File: src/rtl/feature_frame_buffer.sv
// Ping-pong frame buffer: a serial stream of feature words fills one bank
// while the other full bank is presented to dense1 as a packed frame.
module feature_frame_buffer #(
  parameter int FLOAT_W     = 32,
  parameter int NB_FEATURES = 42,
  parameter int DROP_W      = 8
) (
  input  logic                           clk,
  input  logic                           rst_n,
  input  logic                           in_valid_i,
  output logic                           in_ready_o,
  input  logic [FLOAT_W-1:0]             in_data_i,
  input  logic                           in_last_i,
  output logic [NB_FEATURES*FLOAT_W-1:0] frame_out_o,
  output logic                           frame_valid_o,
  input  logic                           frame_ready_i,
  output logic                           err_framing_o,
  output logic [DROP_W-1:0]              drop_cnt_o
);

  localparam int IDX_W = $clog2(NB_FEATURES);
  localparam logic [IDX_W-1:0] LAST_IDX = IDX_W'(NB_FEATURES - 1);

  // Occupancy = number of full banks.
  typedef enum logic [1:0] {
    EMPTY = 2'd0,
    ONE   = 2'd1,
    TWO   = 2'd2
  } occ_e;

  occ_e              state_q, state_d;
  logic [IDX_W-1:0]  wr_idx_q, wr_idx_d;
  logic              wr_sel_q, wr_sel_d;
  logic              rd_sel_q, rd_sel_d;
  logic              err_q, err_d;
  logic [DROP_W-1:0] drop_q, drop_d;

  // Two banks of feature words; contents are only meaningful when occupancy says so.
  logic [FLOAT_W-1:0] bank_q [0:1][0:NB_FEATURES-1];

  logic acc_fire;
  logic rel_fire;
  logic last_slot;
  logic commit;

  // Ready/valid come straight from the registered occupancy, so no
  // combinational path exists from frame_ready_i to in_ready_o.
  assign in_ready_o    = (state_q != TWO);
  assign frame_valid_o = (state_q != EMPTY);
  assign err_framing_o = err_q;
  assign drop_cnt_o    = drop_q;

  assign acc_fire  = in_valid_i && in_ready_o;
  assign rel_fire  = frame_valid_o && frame_ready_i;
  assign last_slot = (wr_idx_q == LAST_IDX);
  assign commit    = acc_fire && last_slot;

  // Frame bus shows the read bank only while it holds a committed frame.
  // The read bank is never the bank being written, so the bus is stable
  // while the consumer stalls.
  genvar gi;
  generate
    for (gi = 0; gi < NB_FEATURES; gi++) begin : g_slot
      assign frame_out_o[gi*FLOAT_W +: FLOAT_W] =
        frame_valid_o ? bank_q[rd_sel_q][gi] : '0;
    end
  endgenerate

  // Bank write port: store each accepted word at the current slot.
  always_ff @(posedge clk) begin
    if (acc_fire) begin
      bank_q[wr_sel_q][wr_idx_q] <= in_data_i;
    end
  end

  // Next-state logic for occupancy, pointers, framing checks and drop counter.
  always_comb begin
    state_d  = state_q;
    wr_idx_d = wr_idx_q;
    wr_sel_d = wr_sel_q;
    rd_sel_d = rd_sel_q;
    err_d    = 1'b0;
    drop_d   = drop_q;

    if (acc_fire) begin
      if (last_slot) begin
        // Full frame: commit even if the producer forgot in_last, but flag it.
        wr_idx_d = '0;
        wr_sel_d = ~wr_sel_q;
        if (!in_last_i) begin
          err_d = 1'b1;
        end
      end else if (in_last_i) begin
        // Short frame: discard the partial bank and count the drop.
        wr_idx_d = '0;
        err_d    = 1'b1;
        if (drop_q != {DROP_W{1'b1}}) begin
          drop_d = drop_q + DROP_W'(1);
        end
      end else begin
        wr_idx_d = wr_idx_q + IDX_W'(1);
      end
    end

    if (rel_fire) begin
      rd_sel_d = ~rd_sel_q;
    end

    unique case (state_q)
      EMPTY: if (commit) state_d = ONE;
      ONE: begin
        if (commit && !rel_fire)      state_d = TWO;
        else if (rel_fire && !commit) state_d = EMPTY;
      end
      TWO:     if (rel_fire) state_d = ONE;
      default: state_d = EMPTY;
    endcase
  end

  // State register; reset discards partial and committed frames alike.
  always_ff @(posedge clk or negedge rst_n) begin
    if (!rst_n) begin
      state_q  <= EMPTY;
      wr_idx_q <= '0;
      wr_sel_q <= 1'b0;
      rd_sel_q <= 1'b0;
      err_q    <= 1'b0;
      drop_q   <= '0;
    end else begin
      state_q  <= state_d;
      wr_idx_q <= wr_idx_d;
      wr_sel_q <= wr_sel_d;
      rd_sel_q <= rd_sel_d;
      err_q    <= err_d;
      drop_q   <= drop_d;
    end
  end

endmodule

File: config.mk
export PLATFORM = sky130hd
export DESIGN_NAME = feature_frame_buffer
export DESIGN_NICKNAME = d
export VERILOG_FILES = /design/src/rtl/feature_frame_buffer.sv
export SDC_FILE = /design/constraint.sdc
export NUM_CORES = 2
export LEC_CHECK = 0
export CAP_MARGIN = 10
export CELL_PAD_IN_SITES_DETAIL_PLACEMENT = 0
export CELL_PAD_IN_SITES_GLOBAL_PLACEMENT = 1
export CORE_AREA = 2 2 541 543
export DETAILED_ROUTE_END_ITERATION = 16
export DIE_AREA = 0 0 543 545
export GPL_ROUTABILITY_DRIVEN = 0
export PLACE_DENSITY = 0.63
export SLEW_MARGIN = 20
export SYNTH_ARGS = -nofsm -noshare
export SYNTH_HDL_FRONTEND = slang
export SYNTH_SLANG_ARGS = --single-unit
export TNS_END_PERCENT = 30
File: constraint.sdc
create_clock -name clk -period 6 [get_ports clk]
set_clock_uncertainty 0.2 [all_clocks]
set_input_delay 1.2 -clock clk [delete_from_list [all_inputs] [get_ports clk]]
set_output_delay 1.2 -clock clk [all_outputs]
set_load 0.005 [all_outputs]
* Word-level counts from Yosys, hierarchy flattened
Memory sizes are Yosys's and may differ from the RTL's.
Cells that the tools add are included.
Widths: inputs -> output; s select.
** Storage, ports and cells
- Register bits :: 19
- Memory bits (writable) :: 2688
- Output and inout bits :: 1355
- Logic and storage cells :: 93
- Memories :: 1
** Memory list
- bank_q :: depth 2, width 1344, rd ports 1, clocked after Yosys merged registers in 0, wr ports 1, line 39 : logic [FLOAT_W-1:0] bank_q [0:1][0:NB_FEATURES-1];
** Operators by class
- $add $sub $neg :: 2
- Magnitude comparators :: 2
- Equal/unequal tests :: 8
- Muxes and demuxes :: 57
- Bitwise logic cells :: 4
- Reduce and logical (&&, ||, !) cells :: 13
** Operators with widths (number)
- $mux 32 :: 43
- $mux 1344 :: 1
- $demux 32 s6 :: 1
- $mux 6 :: 2
- $add 8x1->8 const B :: 1
- $mux 2 :: 4
- $ne 8x8->1 const B :: 1
- $ge 7x7->1 const B :: 1
- $lt 7x1->1 const B :: 1
- $not 6->7 :: 1
- $add 6x1->6 const B :: 1
- $eq 6x6->1 const B :: 1
- $logic_and 1x1->1 :: 6
- $ne 2x2->1 const B :: 3
- $pmux 2 s3 :: 1
- $mux 1 :: 5
- $reduce_and 4->1 :: 1
- $ne 3x3->1 const B :: 1
- $not 1->1 :: 3
- $reduce_and 3->1 :: 1
- $eq 2x1->1 const B :: 1
- $eq 2x2->1 const B :: 1
- $logic_not 1->1 :: 2
- $logic_not 2->1 :: 1
- 2 further kinds :: 2

* Logic depth before layout (Yosys ltp)
- Depth in word-level cells :: 8
- Mapped depth :: 9
- Gate-level depth less buffers :: 8

* Least setup slack after synthesis
Ideal clock, no wire load.
- Path kind :: input-to-reg
- Start :: in in_valid_i
- End :: mem bank_q[0][320] in the netlist's numbering (enable)
- Arrival :: 4.946 ns
- Required time :: 5.298 ns
- Setup slack :: 0.353 ns
- Cell stages on the path :: 5
- Path buffers :: 1
- Path through :: buf_2 > inv_1 > nor2_2 > nand3_1 > nor4_1
** Between the ends
- Word-level cells in the longest chain between the ends :: 3
** Ends and longest elaborated chain
- start, declared :: line 10 : input logic in_valid_i,
- $logic_and 1x1->1 :: line 53 : assign acc_fire = in_valid_i && in_ready_o;
- $mux 1 :: line 71 : if (acc_fire) begin
- $mux 1344 (implied by the code) :: line 72 : bank_q[wr_sel_q][wr_idx_q] <= in_data_i;
- end, declared :: line 39
Every way passes these cells.

* Worst setup path in the final report
- Start :: reg rd_sel_q
- End :: out frame_out_o[983]
** Between the ends
- Word-level cells in the longest chain between the ends :: 2
** Ends and longest elaborated chain
- start, declared :: line 34 : logic rd_sel_q, rd_sel_d;
- start signal, assigned :: line 133 : rd_sel_q <= rd_sel_d;
- $mem_v2 2x1344
- $mux 32 :: line 65 : frame_valid_o ? bank_q[rd_sel_q][gi] : '0;
- end, declared :: line 14 : output logic [NB_FEATURES*FLOAT_W-1:0] frame_out_o,
Every way passes these cells.

==> metrics <==
effective utilization at floorplan a little over a third; IO buf count 1,391; Synth area leader edfxtp_1; fin crit period 5.27 ns; post_cts resized 0; Hold WC Path Type input pin to asynchronous set/reset pin; Crit path required time between 4 and 5 ns; Vias 58,424; ys async rst share 0.702%; Worst EP arrival slightly below 4 ns; Buf+Inv Stages, Crit Path 2; DRC 0; Post-synth EDFFs 2,688; synthesized area around 100,000 um2; CTS root buffer clkbuf_16; pwr dens roughly 330 nW/um2; final antenna-violating net count 0; Die ar. 296,000 um2; Slew Limit Fails 0; crit-path max FO 54; Yosys warnings 0; met1 GRT Util between 30 and 40%; core area just under 300,000 um2; TritonRoute pass-1 iters 5; Max-cap violations 0; Slew @ Worst Pin 1.10 ns; syn avg cell area 17.4 um2; Die X roughly 540 um; setup TNS 0 ns; leakage ~44 nW; flops & latches, synth 2,707; FMAX 190 MHz; Longest Clk Path Bufs 4; Reg2Reg Depth 5; Nets about 7,500; GR peak layer met2; FF-to-FF Start wr_idx_q[5]; initial DRC count approximately 6,300; RSZ-0062 raised after global routing no; TritonCTS Buffers 290; H-tree lvl count 5; Chip Height 545 um; clk_lat worst skew roughly 0.84 ns; TritonCTS Sinks 2,707; Crit path max-delay family buffers and inverters; Gate Count Post-Synth around 6,000; Synth top area share 78.7%; Peak supply drop around 210 uV; commonest non-fill, non-tap cell in the layout edfxtp_1; Crit path largest cell delay 0.96 ns; flop2flop setup slack ~2.4 ns; synth top area cells edfxtp_1 79%, mux2i_1 13%, nor2_1 5.2%; io pins around 1,400; sequential fraction of the synthesis area about four fifths; placed cell count 11,068; Layout Area Growth over Synthesis 27.9%; Final Cycle Share between 80% and 90%; status finished, final reports clean; reg2reg end bank_q[0][458]; Total GRT Usage a little under a quarter; top_reg_cell synth edfxtp_1; CP cell instances buf_12 > mux2i_1 > nor2_1 > clkdlybuf4s50_1; Clk pin slew, worst setup/hold paths 0.07 ns; first-pass GRT wire length ~470 mm; std cell rows 198; Non-Filler Instances 11,595; Synth Net Count ~5,900; TritonCTS clock tree done; Final Setup Violations 0; Slowest cell on crit path dfrtp_4; Min Hold Slack around 0.15 ns; vias in the first global route 56,629; WL final between 300 and 400 mm; total grt overflow 0; Rel. slew slack a little over a quarter; GR Util met3 ~5.3%; initial antenna violation count 31; grt met2 use 37.0%; largest net degree at the start of global routing between 150 and 200; postcts setup bufs 0; wire length per cell between 30 and 40 um; Startpoint Class register; CTS Hold Bufs 0; vias per cell between 5 and 6; endpoint class of the critical path output pin; Fin. Hold Viols 0; share of layout cells above drive strength 1 a little under a tenth; commonest cells after routing, fill and taps aside 2,688 x edfxtp_1, 1,358 x clkdlybuf4s50_1, 1,350 x nor2_1, 1,347 x mux2i_1, 294 x clkbuf_16; WS Path Type register to output pin; synth unique cells between 40 and 50; dpl hpwl between 200 and 250 mm
worst max path at each step:
stage	from	end	slack, ns	depth (start not counted)
2_1_floorplan	in_valid_i	bank_q[0][320]	0.35	5
3_3_place_gp	in_valid_i	bank_q[1][227]	1.03	7
3_5_place_dp	in_valid_i	bank_q[1][244]	1.02	7
4_1_cts	rd_sel_q	frame_out_o[1317]	0.64	6
5_1_grt	rd_sel_q	frame_out_o[983]	0.60	4
6_report	rd_sel_q	frame_out_o[983]	0.73	4
where the power goes:
group          switching, mW  total [mW]  internal [mW]
Clock                   7.35        17.2           9.81
Combinational           3.02        4.91           1.89
Sequential             0.107        21.0           20.9
Total                   10.5        43.1           32.6
metrics by stage:
step                      utilization [%]  setup slack (ns)  total power, mW  area, um2
final                                45.2             0.734             43.1     131000
after global routing                 45.2             0.599             44.4     131000
after CTS                            45.2             0.640             43.5     131000
after detailed placement             42.1              1.02             26.4     122000
after global placement               42.1              1.03             26.4     122000
after floorplan                         -             0.353             24.6     103000
routing by layer:
layer	share of wire, %	vias up
met2	46	2894
met4	3.5	0
met5	0	-
met3	9.0	445
li1	-	25099
met1	41	29986
cell type report:
class,count,area (um2)
Fill cell,25246,159000
Tap cell,3900,4880
Inverter,8,32.5
Antenna cell,17,42.5
Multi-Input combinational cell,2882,20200
Clock inverter,155,1390
Sequential cell,2707,81200
Timing Repair Buffer,1573,15800
Clock buffer,353,7580
kinds of logic after synthesis:
kind of cell	after synthesis	synth area share, %
flip-flops	2707	79.2
AND/OR/NAND/NOR	1509	5.70
multiplexers	1349	13.2
buffers and inverters	319	1.77
AO/OA/AOI/OAI	14	0.0757
XOR/XNOR	6	0.0513
adder cells (fa/ha/maj)	4	0.0488
state kept, by name (all words and copies together), names as in the netlist:
name	cells
rd_sel_q	1
wr_sel_q	1
bank_q	2688
state_q	2
err_framing_o	1
wr_idx_q	6
drop_cnt_o	8
cells in the mapped netlist, types with 4 or more instances:
cell type  instances
edfxtp_1        2688
nor2_1          1426
mux2i_1         1347
buf_2            152
buf_4            111
clkbuf_1          42
dfrtp_1           19
nand2_1           19
nand3_1           13
nor3_1            11
inv_1              7
a21oi_1            6
and3_1             6
nand4_1            6
buf_1              5
nor2b_1            5
o21ai_0            5
ha_1               4
nand3b_1           4
Note: power is estimated with default switching activity, not from simulation.
